**config.mk**
```make
export PLATFORM = sky130hd
export DESIGN_NAME = mdr_store_merge
export DESIGN_NICKNAME = d
export VERILOG_FILES = /design/src/rtl/mdr_store_merge_pkg.sv /design/src/rtl/mdr_store_merge_lane.sv /design/src/rtl/mdr_store_merge.sv
export SDC_FILE = /design/constraint.sdc
export NUM_CORES = 1
export LEC_CHECK = 0
export CAP_MARGIN = 20
export CORE_AREA = 10 10 138 140
export CTS_BUF_LIST = sky130_fd_sc_hd__clkbuf_4 sky130_fd_sc_hd__clkbuf_8 sky130_fd_sc_hd__clkbuf_16
export DETAILED_ROUTE_END_ITERATION = 16
export DIE_AREA = 0 0 148 150
export GPL_TIMING_DRIVEN = 0
export PLACE_DENSITY = 0.78
export SLEW_MARGIN = 15
export SYNTH_ARGS = -nofsm -noshare
export SYNTH_HDL_FRONTEND = slang
export SYNTH_SLANG_ARGS = --single-unit
```
**constraint.sdc**
```tcl
create_clock -name clk -period 6.7 [get_ports clk]
set_clock_uncertainty 0.2 [all_clocks]
set_input_delay 1.34 -clock clk [delete_from_list [all_inputs] [get_ports clk]]
set_output_delay 1.34 -clock clk [all_outputs]
set_load 0.1 [all_outputs]
```
**src/rtl/mdr_store_merge_pkg.sv**
```systemverilog
// Shared size/state encodings for the MDR store-merge path.
package mdr_store_merge_pkg;

  typedef enum logic [1:0] {
    SZ_BYTE = 2'b00,
    SZ_HALF = 2'b01,
    SZ_WORD = 2'b10,
    SZ_RSVD = 2'b11
  } size_e;

  typedef enum logic [1:0] {
    ST_IDLE,
    ST_READ,
    ST_WRITE,
    ST_DONE
  } state_e;

  // Reserved size or an address not aligned to the access size.
  function automatic logic store_err(input size_e size, input logic [1:0] lane);
    case (size)
      SZ_BYTE: return 1'b0;
      SZ_HALF: return lane[0];
      SZ_WORD: return lane != 2'b00;
      default: return 1'b1;
    endcase
  endfunction

endpackage

```
**src/rtl/mdr_store_merge_lane.sv**
```systemverilog
// Combinational lane insert: replaces the addressed byte/half of old_word, keeps the rest.
module store_lane_merge
  import mdr_store_merge_pkg::*;
(
  input  logic  [31:0] old_word_i,
  input  logic  [31:0] data_i,
  input  size_e        size_i,
  input  logic  [1:0]  lane_i,
  output logic  [31:0] new_word_o
);

  always_comb begin
    new_word_o = old_word_i;
    case (size_i)
      SZ_BYTE: new_word_o[{lane_i, 3'b000} +: 8] = data_i[7:0];
      SZ_HALF: begin
        if (lane_i[1]) new_word_o[31:16] = data_i[15:0];
        else           new_word_o[15:0]  = data_i[15:0];
      end
      SZ_WORD: new_word_o = data_i;
      default: new_word_o = old_word_i;
    endcase
  end

endmodule

```
**src/rtl/mdr_store_merge.sv**
```systemverilog
// Store path to word-wide memory without byte enables: sub-word stores run read-modify-write.
module mdr_store_merge
  import mdr_store_merge_pkg::*;
#(
  parameter int unsigned ADDR_W      = 32,
  parameter int unsigned ACK_TIMEOUT = 255
) (
  input  logic              clk,
  input  logic              rst_n,
  input  logic              req,
  input  logic [ADDR_W-1:0] req_addr,
  input  logic [31:0]       req_data,
  input  logic [1:0]        req_size,
  output logic              ready,
  output logic              done,
  output logic              err,
  output logic [ADDR_W-1:0] mem_addr,
  output logic              mem_rd,
  output logic              mem_wr,
  output logic [31:0]       mem_wdata,
  input  logic [31:0]       mem_rdata,
  input  logic              mem_ack
);

  localparam int unsigned CNT_W   = (ACK_TIMEOUT > 1) ? $clog2(ACK_TIMEOUT) : 1;
  localparam logic [CNT_W-1:0] TO_LAST = CNT_W'(ACK_TIMEOUT - 1);

  state_e            state_q, state_d;
  logic [ADDR_W-1:0] addr_q, addr_d;
  logic [31:0]       data_q, data_d;
  size_e             size_q, size_d;
  logic [1:0]        lane_q, lane_d;
  logic [31:0]       wdata_q, wdata_d;
  logic              err_q, err_d;
  logic [CNT_W-1:0]  cnt_q, cnt_d;

  logic [31:0] merged;
  logic        timeout_hit;
  size_e       req_sz;

  store_lane_merge u_merge (
    .old_word_i (mem_rdata),
    .data_i     (data_q),
    .size_i     (size_q),
    .lane_i     (lane_q),
    .new_word_o (merged)
  );

  assign req_sz = size_e'(req_size);
  // Fires on the last strobe cycle allowed without ack; an ack in that cycle still wins.
  assign timeout_hit = (ACK_TIMEOUT != 0) && (cnt_q == TO_LAST);

  always_comb begin
    state_d = state_q;
    addr_d  = addr_q;
    data_d  = data_q;
    size_d  = size_q;
    lane_d  = lane_q;
    wdata_d = wdata_q;
    err_d   = err_q;
    cnt_d   = cnt_q;
    case (state_q)
      ST_IDLE: begin
        if (req) begin
          addr_d = {req_addr[ADDR_W-1:2], 2'b00};
          data_d = req_data;
          size_d = req_sz;
          lane_d = req_addr[1:0];
          cnt_d  = '0;
          err_d  = 1'b0;
          if (store_err(req_sz, req_addr[1:0])) begin
            err_d   = 1'b1;
            state_d = ST_DONE;
          end else if (req_sz == SZ_WORD) begin
            wdata_d = req_data;
            state_d = ST_WRITE;
          end else begin
            state_d = ST_READ;
          end
        end
      end
      ST_READ: begin
        if (mem_ack) begin
          wdata_d = merged;
          cnt_d   = '0;
          state_d = ST_WRITE;
        end else if (timeout_hit) begin
          err_d   = 1'b1;
          state_d = ST_DONE;
        end else begin
          cnt_d = cnt_q + CNT_W'(1);
        end
      end
      ST_WRITE: begin
        if (mem_ack) begin
          state_d = ST_DONE;
        end else if (timeout_hit) begin
          err_d   = 1'b1;
          state_d = ST_DONE;
        end else begin
          cnt_d = cnt_q + CNT_W'(1);
        end
      end
      ST_DONE: state_d = ST_IDLE;
      default: state_d = ST_IDLE;
    endcase
  end

  always_ff @(posedge clk or negedge rst_n) begin
    if (!rst_n) begin
      state_q <= ST_IDLE;
      addr_q  <= '0;
      data_q  <= '0;
      size_q  <= SZ_BYTE;
      lane_q  <= '0;
      wdata_q <= '0;
      err_q   <= 1'b0;
      cnt_q   <= '0;
    end else begin
      state_q <= state_d;
      addr_q  <= addr_d;
      data_q  <= data_d;
      size_q  <= size_d;
      lane_q  <= lane_d;
      wdata_q <= wdata_d;
      err_q   <= err_d;
      cnt_q   <= cnt_d;
    end
  end

  // Strobes decode straight from the state register so an async reset drops them at once.
  assign ready     = (state_q == ST_IDLE);
  assign done      = (state_q == ST_DONE);
  assign err       = (state_q == ST_DONE) && err_q;
  assign mem_rd    = (state_q == ST_READ);
  assign mem_wr    = (state_q == ST_WRITE);
  assign mem_addr  = addr_q;
  assign mem_wdata = wdata_q;

endmodule

```
==> load_flow_metrics.sql, run 1 <==
INSERT INTO impl_metrics (metric_group, metric, value, unit) VALUES
('clocking', 'cts_tree', 'built', ''),
('timing', 'min_period', '3.96', 'ns'),
('clocking', 'worstSkewPairLatency', '0.36', 'ns'),
('critical_path', 'timing_worst_setup_path_type', 'reg2out', ''),
('routing', 'drcViolationCount', '0', ''),
('final_layout', 'drive_gt1_share', '13.7', '%'),
('routing', 'post_drt_via_cell_ratio', '5.56', ''),
('synthesis', 'synthesis.instances', '639', ''),
('global_routing', 'groute.usage.overall', '18.4', '%'),
('floorplanning', 'area_of_the_die', '22200', 'um2'),
('final_layout', 'finish.instance_area', '8720', 'um2'),
('synthesis', 'post-synth-top-area-fraction', '42.3', '%'),
('critical_path', 'worst_setup_path_end_kind', 'output port', ''),
('timing', 'fin_ws', '2.74', 'ns'),
('clocking', 'tritoncts_num_sinks', '109', ''),
('clocking', 'numCtsBuffers', '9', ''),
('place', 'dp_slack', '2.96', 'ns'),
('routing', 'dr.pass1.iters', '5', ''),
('critical_path', 'critical_path.reg2reg.startpoint', 'lane_q[1]', ''),
('clocking', 'cts_setup_buffers', '0', ''),
('timing', 'layout_worst_path_cycle_share', '59.2', '%'),
('flow_run', 'cap_viol_max_count', '0', ''),
('routing', 'drt.antenna.violating_nets', '0', ''),
('floorplanning', 'die_h', '150', 'um'),
('critical_path', 'startpoint', 'state_q[0]', ''),
('final_layout', 'design.final.nets', '933', ''),
('timing', 'worst-slew-pin-transition', '1.02', 'ns'),
('timing', 'achievable-frequency', '252', 'MHz'),
('timing', 'setup_viol', '0', ''),
('place', 'place_congestion', '0.923', ''),
('timing', 'drv_slew', '0', ''),
('place', 'dp_hpwl', '16000', 'um'),
('synthesis', 'ys_async_sr_fraction', '100', '%'),
('routing', 'drt-met1-wl', '8620', 'um'),
('critical_path', 'arrival', '2.42', 'ns'),
('synthesis', 'yosys_warnings', '0', ''),
('final_layout', 'fillers', '1488', ''),
('min_path', 'hold-path-cell-count', '2', ''),
('routing', 'finalWirelength', '20800', 'um'),
('final_layout', 'layout.cells.most_common_list', 'clkdlybuf4s50_1, dfrtp_1, mux2_2, nand2_1, clkbuf_1', ''),
('floorplanning', 'floorplan.initialDensity', '39.4', '%'),
('floorplanning', 'core_area', '16300', 'um2'),
('synthesis', 'synth.largest_area_cell', 'dfrtp_1', ''),
('routing', 'routed_wire_length_per_instance', '19.9', 'um'),
('routing', 'via_count', '5808', ''),
('critical_path', 'crit_path_max_fanout', '8', ''),
('clocking', 'clock_tree.root_cell', 'clkbuf_16', ''),
('routing', 'top_signal_layer_used', 'met4', ''),
('global_routing', 'grt_pass1_vias', '5964', ''),
('final_layout', 'multi_input_comb_area', '3330', 'um2'),
('floorplanning', 'io_pins', '171', ''),
('critical_path', 'critPathRequiredTime', '5.16', 'ns'),
('synthesis', 'synth.yosys.seq_area_share', '42.3', '%'),
('routing', 'dr_wl_met2', '9380', 'um'),
('timing', 'relSlewSlack', '31.9', '%'),
('global_routing', 'grt_max_degree', '80', ''),
('final_layout', 'final_common_cell', 'clkdlybuf4s50_1', ''),
('final_layout', 'ant_diodes', '0', ''),
('global_routing', 'grt_pass1_wl', '32600', 'um'),
('critical_path', 'critical_path.startpoint_type', 'register', ''),
('synthesis', 'syn-mean-instance-area', '10.1', 'um2'),
('min_path', 'min-delay-start', 'mem_wdata[5]', ''),
('routing', 'met3WireLength', '2250', 'um'),
('timing', 'rsz_0062_raised_after_global_routing', 'no', ''),
('final_layout', 'sequential_cell_area', '2730', 'um2'),
('clocking', 'path_clk_slew', '0.07', 'ns'),
('synthesis', 'postSynthRegisterBits', '109', ''),
('global_routing', 'grt_antenna_before_repair', '0', ''),
('status', 'run_status', 'completed', ''),
('clocking', 'cts_hold_buf', '0', ''),
('critical_path', 'reg2reg_depth', '8', '');
[sequential cells by signal, summed over array words and instances, names as in the netlist]
name / cells
cnt_q: 8
data_q: 32
mem_wdata: 32
err_q: 1
size_q: 2
mem_addr: 30
state_q: 2
lane_q: 2
[stage by stage]
step	TNS [ns]	hold slack, ns	cells	utilization (%)
2_1_floorplan	0	0.260	640	-
6_report	0	0.279	1045	53.3
3_5_place_dp	0	0.268	1029	51.6
3_3_place_gp	-23.21	0.261	1028	51.4
5_1_grt	0	0.313	1045	53.3
4_1_cts	0	0.283	1045	53.3
[final timing paths]
| check | endpoint |
|---|---|
| max in group asynchronous | mem_wdata[6] |
| min in group asynchronous | mem_addr[10] |
| hold reg to reg | mem_wdata[5] |
| setup reg to reg | mem_wdata[24] |
| setup / recovery | mem_wr |
| hold / removal | mem_wdata[5] |
[cell usage after synthesis (all sizes together), types with 2 or more instances]
cell type	instances
a21oi	30
inv	32
nand4bb	12
nor2b	22
nor2	27
mux2i	11
o22a	3
nand2b	12
a22o	9
o311ai	3
o22ai	6
o31ai	32
clkbuf	33
and2	9
nand3	6
nor3	2
or2	2
nand4	4
a211oi	2
o211ai	16
or4bb	4
a31oi	2
a221oi	14
mux2	72
o2111ai	17
dfrtp	109
ha	11
o41ai	8
o21ai	17
buf	24
a211o	9
nand3b	2
nand2	52
o32ai	8
[area by class of cell]
class | instances | share of cell area, %
plain buffers | 57 | 3.10
clock buffers | 13 | 3.00
clock inverters | 3 | 0.244
inverters | 33 | 1.42
multi-input cells | 441 | 38.2
flip-flops and latches | 109 | 31.3
well taps | 220 | 3.16
repair buffers | 169 | 19.6
[worst max-delay path, cell delays in order, from the launching register on]
cell	delay, ns
dfrtp_1	0.41
inv_1	0.11
ha_1	0.34
clkdlybuf4s50_1	1.21
[metal layers]
metal | GRT usage [%] | up-vias
li1 | - | 2744
met2 | 29.4 | 266
met1 | 22.0 | 2761
met5 | 0 | -
met4 | 6.74 | 0
met3 | 7.31 | 37
[cells by family after synthesis]
| family | synth area share (%) |
|---|---|
| compound gates | 21.2 |
| mux | 14.3 |
| other cells | 0.0582 |
| fa+ha+maj | 2.13 |
| buf+inv | 6.11 |
| flops | 42.3 |
| simple gates | 13.9 |
Power of run 1 is left out: the tool's default activity adds up to more than one toggle a clock period on the data nets, which glitch-free logic cannot reach.
==> run 2, diff against run 1 <==
PLACE_DENSITY = 0.81   (was 0.78)
clock period = 3.3 ns   (was 6.7 ns; I/O delays follow)
==> load_flow_metrics.sql, run 2 (same netlist as run 1, synthesis figures left out) <==
INSERT INTO impl_metrics (metric_group, metric, value, unit) VALUES
('min_path', 'hold-path-cell-count', '2', ''),
('critical_path', 'startpoint', 'state_q[1]', ''),
('timing', 'relSlewSlack', '30.6', '%'),
('routing', 'first_iter_violations', '610', ''),
('clocking', 'worstSkewPairLatency', '0.36', 'ns'),
('critical_path', 'timing_worst_setup_path_type', 'reg2out', ''),
('routing', 'post_drt_via_cell_ratio', '5.61', ''),
('final_layout', 'fillers', '1493', ''),
('clocking', 'path_clk_slew', '0.07', 'ns'),
('timing', 'finalHoldViolations', '0', ''),
('routing', 'dr.pass1.iters', '5', ''),
('final_layout', 'multi_input_comb_area', '3340', 'um2'),
('final_layout', 'share_of_the_core_filled_with_cells', '53.5', '%'),
('timing', 'rsz_0062_raised_after_global_routing', 'no', ''),
('final_layout', 'synthToLayoutAreaGrowth', '35.5', '%'),
('routing', 'drt.antenna.violating_nets', '0', ''),
('floorplanning', 'die_h', '150', 'um'),
('floorplanning', 'core_area', '16300', 'um2'),
('global_routing', 'groute.usage.overall', '18.8', '%'),
('place', 'dp_hpwl', '15900', 'um'),
('final_layout', 'layout.cells.most_common_list', 'clkdlybuf4s50_1, dfrtp_1, mux2_2, nand2_1', ''),
('critical_path', 'worst_setup_path_end_kind', 'output port', ''),
('critical_path', 'critical_path.reg2reg.endpoint', 'mem_wdata[26]', ''),
('global_routing', 'grt_antenna_before_repair', '1', ''),
('status', 'run_status', 'completed', ''),
('critical_path', 'crit_path_max_fanout', '5', ''),
('routing', 'finalWirelength', '21100', 'um'),
('timing', 'worst-slew-pin-transition', '1.04', 'ns'),
('min_path', 'min-delay-start', 'mem_wdata[11]', ''),
('final_layout', 'final_common_cell', 'clkdlybuf4s50_1', ''),
('floorplanning', 'die_w', '148', 'um'),
('critical_path', 'critical_path.reg2reg.startpoint', 'lane_q[1]', ''),
('timing', 'layout_worst_path_cycle_share', '95.2', '%'),
('floorplanning', 'io_pins', '171', ''),
('routing', 'drcViolationCount', '0', ''),
('global_routing', 'grt_pass1_vias', '6044', ''),
('final_layout', 'drive_gt1_share', '14.2', '%'),
('place', 'place_congestion', '0.913', ''),
('timing', 'achievable-frequency', '318', 'MHz'),
('place', 'io_buffers', '168', ''),
('floorplanning', 'floorplan.initialDensity', '39.4', '%'),
('critical_path', 'reg2reg_depth', '8', ''),
('clocking', 'numCtsBuffers', '9', ''),
('clocking', 'cts_tree', 'built', ''),
('min_path', 'hold_path_end', 'mem_wdata[11]', ''),
('global_routing', 'global_route.overflow_total', '0', ''),
('global_routing', 'grt_pass1_wl', '33400', 'um'),
('floorplanning', 'area_of_the_die', '22200', 'um2'),
('min_path', 'hold_path.class', 'reg2reg', ''),
('global_routing', 'grt_max_degree', '78', ''),
('final_layout', 'sequential_cell_area', '2730', 'um2'),
('timing', 'setup_viol', '0', ''),
('clocking', 'cts_max_path_buffers', '2', ''),
('timing', 'min_period', '3.14', 'ns'),
('critical_path', 'arrival', '2.28', 'ns'),
('critical_path', 'reg2reg_setup_slack', '0.25', 'ns'),
('clocking', 'cts-htree-levels', '3', ''),
('critical_path', 'critical_path.startpoint_type', 'register', ''),
('timing', 'drv_slew', '0', ''),
('floorplanning', 'placementRows', '47', ''),
('critical_path', 'critPathRequiredTime', '2.44', 'ns'),
('routing', 'routed_wire_length_per_instance', '20.1', 'um'),
('clocking', 'tritoncts_num_sinks', '109', ''),
('routing', 'via_count', '5873', ''),
('flow_run', 'cap_viol_max_count', '0', ''),
('final_layout', 'design.final.nets', '935', ''),
('clocking', 'clock_tree.root_cell', 'clkbuf_16', '');
[run 2: layout make-up]
| type | count | area share, % |
|---|---|---|
| diodes | 1 | 0.0286 |
| plain buffers | 57 | 3.11 |
| clock buffers | 9 | 2.58 |
| clock inverters | 6 | 0.458 |
| inverters | 33 | 1.46 |
| multi-input cells | 441 | 38.2 |
| flip-flops and latches | 109 | 31.2 |
| well taps | 220 | 3.15 |
| repair buffers | 171 | 19.8 |
[run 2: how the worst max path moves through the flow]
stage          slack [ns]             to  depth (start not counted)
5_1_grt              0.04            err                          3
4_1_cts             0.005  mem_wdata[26]                          8
3_3_place_gp        -2.94   mem_wdata[3]                          1
3_5_place_dp         0.03  mem_wdata[26]                          8
6_report             0.16         mem_rd                          3
2_1_floorplan        0.38            err                          2
[run 2: layer usage]
metal / GRT usage, % / routed length [um]
met1: 23.0 / 8550
met2: 29.7 / 9700
met3: 7.76 / 2310
met4: 5.75 / 537
met5: 0 / 0
[run 2: worst max-delay path, cell delays in order, from the launching register on]
cell and delay [ns]:
dfrtp_1 0.44, inv_1 0.10, ha_1 0.20, clkdlybuf4s50_1 1.17
[run 2: timing repair]
action,in CTS,in global routing
setup buffers,0,1
resized for setup,0,6
endpoints found under the hold margin,32,0
hold buffers,1,0
setup endpoints to repair,0,14
[run 2: per-stage QoR]
stage / worst slack, ns / area (um2) / hold WS [ns] / instances / TNS, ns
CTS: 0.00463 / 8710 / 0.283 / 1045 / 0
finish: 0.159 / 8740 / 0.276 / 1047 / 0
detailed placement: 0.0283 / 8440 / 0.267 / 1029 / 0
global route: 0.0430 / 8740 / 0.304 / 1047 / 0
global placement: -2.94 / 8410 / 0.260 / 1028 / -319.68
floorplan: 0.381 / 6450 / 0.164 / 640 / 0
Power of run 2 is left out for the same reason.
==> run 3, diff against run 2 <==
CORE_AREA = 10 10 144 146   (was 10 10 138 140)
CTS_CLUSTER_DIAMETER = 50   (was not set)
DIE_AREA = 0 0 154 156   (was 0 0 148 150)
PLACE_DENSITY = 0.76   (was 0.81)
==> load_flow_metrics.sql, run 3 (same netlist as run 1, synthesis figures left out) <==
INSERT INTO impl_metrics (metric_group, metric, value, unit) VALUES
('status', 'run_status', 'completed', ''),
('routing', 'first_iter_violations', '485', ''),
('global_routing', 'grt_pass1_vias', '6004', ''),
('timing', 'finalHoldViolations', '0', ''),
('global_routing', 'global_route.overflow_total', '0', ''),
('final_layout', 'sequential_cell_area', '2730', 'um2'),
('critical_path', 'crit_path_max_fanout', '5', ''),
('clocking', 'clock_tree.root_cell', 'clkbuf_16', ''),
('clocking', 'tritoncts_num_sinks', '109', ''),
('timing', 'worst-slew-pin-transition', '1.06', 'ns'),
('final_layout', 'final_common_cell', 'clkdlybuf4s50_1', ''),
('timing', 'finalSetupTns', '0', 'ns'),
('clocking', 'cts-htree-levels', '3', ''),
('global_routing', 'grt_max_degree', '72', ''),
('critical_path', 'crit_path_top_delay_cell', 'clkdlybuf4s50_1', ''),
('floorplanning', 'area_of_the_die', '24000', 'um2'),
('critical_path', 'critPathMaxStageDelay', '1.17', 'ns'),
('place', 'io_buffers', '168', ''),
('global_routing', 'groute.usage.overall', '17.4', '%'),
('floorplanning', 'die_h', '156', 'um'),
('critical_path', 'timing_worst_setup_path_type', 'reg2out', ''),
('timing', 'achievable-frequency', '319', 'MHz'),
('clocking', 'path_clk_slew', '0.08', 'ns'),
('routing', 'routed_wire_length_per_instance', '20.3', 'um'),
('place', 'dp_hpwl', '16200', 'um'),
('place', 'place_congestion', '0.916', ''),
('final_layout', 'multi_input_comb_area', '3340', 'um2'),
('critical_path', 'critical_path.startpoint_type', 'register', ''),
('final_layout', 'synthToLayoutAreaGrowth', '36.2', '%'),
('critical_path', 'critPathRequiredTime', '2.44', 'ns'),
('clocking', 'cts_hold_buf', '0', ''),
('routing', 'drt.antenna.violating_nets', '0', ''),
('floorplanning', 'io_pins', '171', ''),
('min_path', 'hold_path.class', 'in2async', ''),
('routing', 'dr.pass1.iters', '5', ''),
('clocking', 'numCtsBuffers', '9', ''),
('critical_path', 'arrival', '2.27', 'ns'),
('critical_path', 'worst_setup_path_end_kind', 'output port', ''),
('floorplanning', 'placementRows', '49', ''),
('critical_path', 'timing.critical_path.cells', 'inv_1 -> ha_1 -> clkdlybuf4s50_1', ''),
('timing', 'rsz_0062_raised_after_global_routing', 'no', ''),
('final_layout', 'design.final.nets', '934', ''),
('global_routing', 'grt_antenna_before_repair', '2', ''),
('flow_run', 'cap_viol_max_count', '0', ''),
('final_layout', 'drive_gt1_share', '14.3', '%'),
('timing', 'setup_viol', '0', ''),
('clocking', 'worstSkewPairLatency', '0.36', 'ns'),
('floorplanning', 'floorplan.initialDensity', '36.1', '%'),
('floorplanning', 'die_w', '154', 'um'),
('routing', 'finalWirelength', '21400', 'um'),
('timing', 'drv_slew', '0', ''),
('timing', 'min_period', '3.13', 'ns'),
('routing', 'drcViolationCount', '0', ''),
('floorplanning', 'core_area', '17800', 'um2'),
('timing', 'relSlewSlack', '29.2', '%'),
('timing', 'layout_worst_path_cycle_share', '94.9', '%'),
('final_layout', 'layout.cells.most_common_list', 'clkdlybuf4s50_1, dfrtp_1, mux2_2, nand2_1', ''),
('clocking', 'cts_max_path_buffers', '2', ''),
('global_routing', 'grt_pass1_wl', '33900', 'um'),
('routing', 'post_drt_via_cell_ratio', '5.57', ''),
('final_layout', 'fillers', '1656', ''),
('clocking', 'cts_tree', 'built', ''),
('routing', 'via_count', '5878', '');
## run 3: repair_timing
action,CTS,global route
setup buffers,0,1
resized for setup,0,6
endpoints found under the setup margin,0,15
## run 3: stage by stage
step	hold slack [ns]	setup slack (ns)	instances	instance area (um2)	util, %
after CTS	0.0145	0.0131	1054	8750	49.1
after detailed placement	0.266	0.0212	1038	8450	47.4
after global placement	0.261	-2.98	1037	8420	47.2
after global routing	0.0199	0.0659	1056	8780	49.2
after floorplan	0.164	0.381	640	6450	-
final	0.00590	0.168	1056	8780	49.2
## run 3: worst paths after layout
kind,end,slack [ns],from,cells after the start
worst max-delay path,mem_rd,0.17,state_q[1],3
worst min-delay path,mem_wdata[27],0.006,rst_n,1
worst max register to register,mem_wdata[25],0.22,lane_q[1],8
worst min register to register,mem_wdata[8],0.28,mem_wdata[8],2
max in group asynchronous,mem_wdata[15],2.22,rst_n,2
min in group clk,mem_wdata[8],0.28,mem_wdata[8],2
## run 3: per-layer routing
layer  wire, um  vias to the layer above  share of wire, %  GRT usage, %
li1           -                     2732                 -             -
met1       8970                     2813                42          22.1
met2       9610                      300                45          27.1
met3       2480                       33                12          7.20
met4        382                        0               1.8          4.05
met5          0                        -                 0             0
## run 3: area by class of cell
type / instances / area share [%]
inverters: 33 / 1.45
plain buffers: 57 / 3.09
clock buffers: 11 / 2.81
multi-input cells: 441 / 38.0
repair buffers: 170 / 19.6
clock inverters: 5 / 0.670
flip-flops and latches: 109 / 31.1
diodes: 1 / 0.0285
well taps: 229 / 3.26
## run 3: critical path: cells and delay by family (launching register included)
family                     cells  cell delay, ns
adders and majority gates      1            0.21
buffers and inverters          2            1.27
DFF                            1            0.44
Power of run 3 is left out for the same reason.
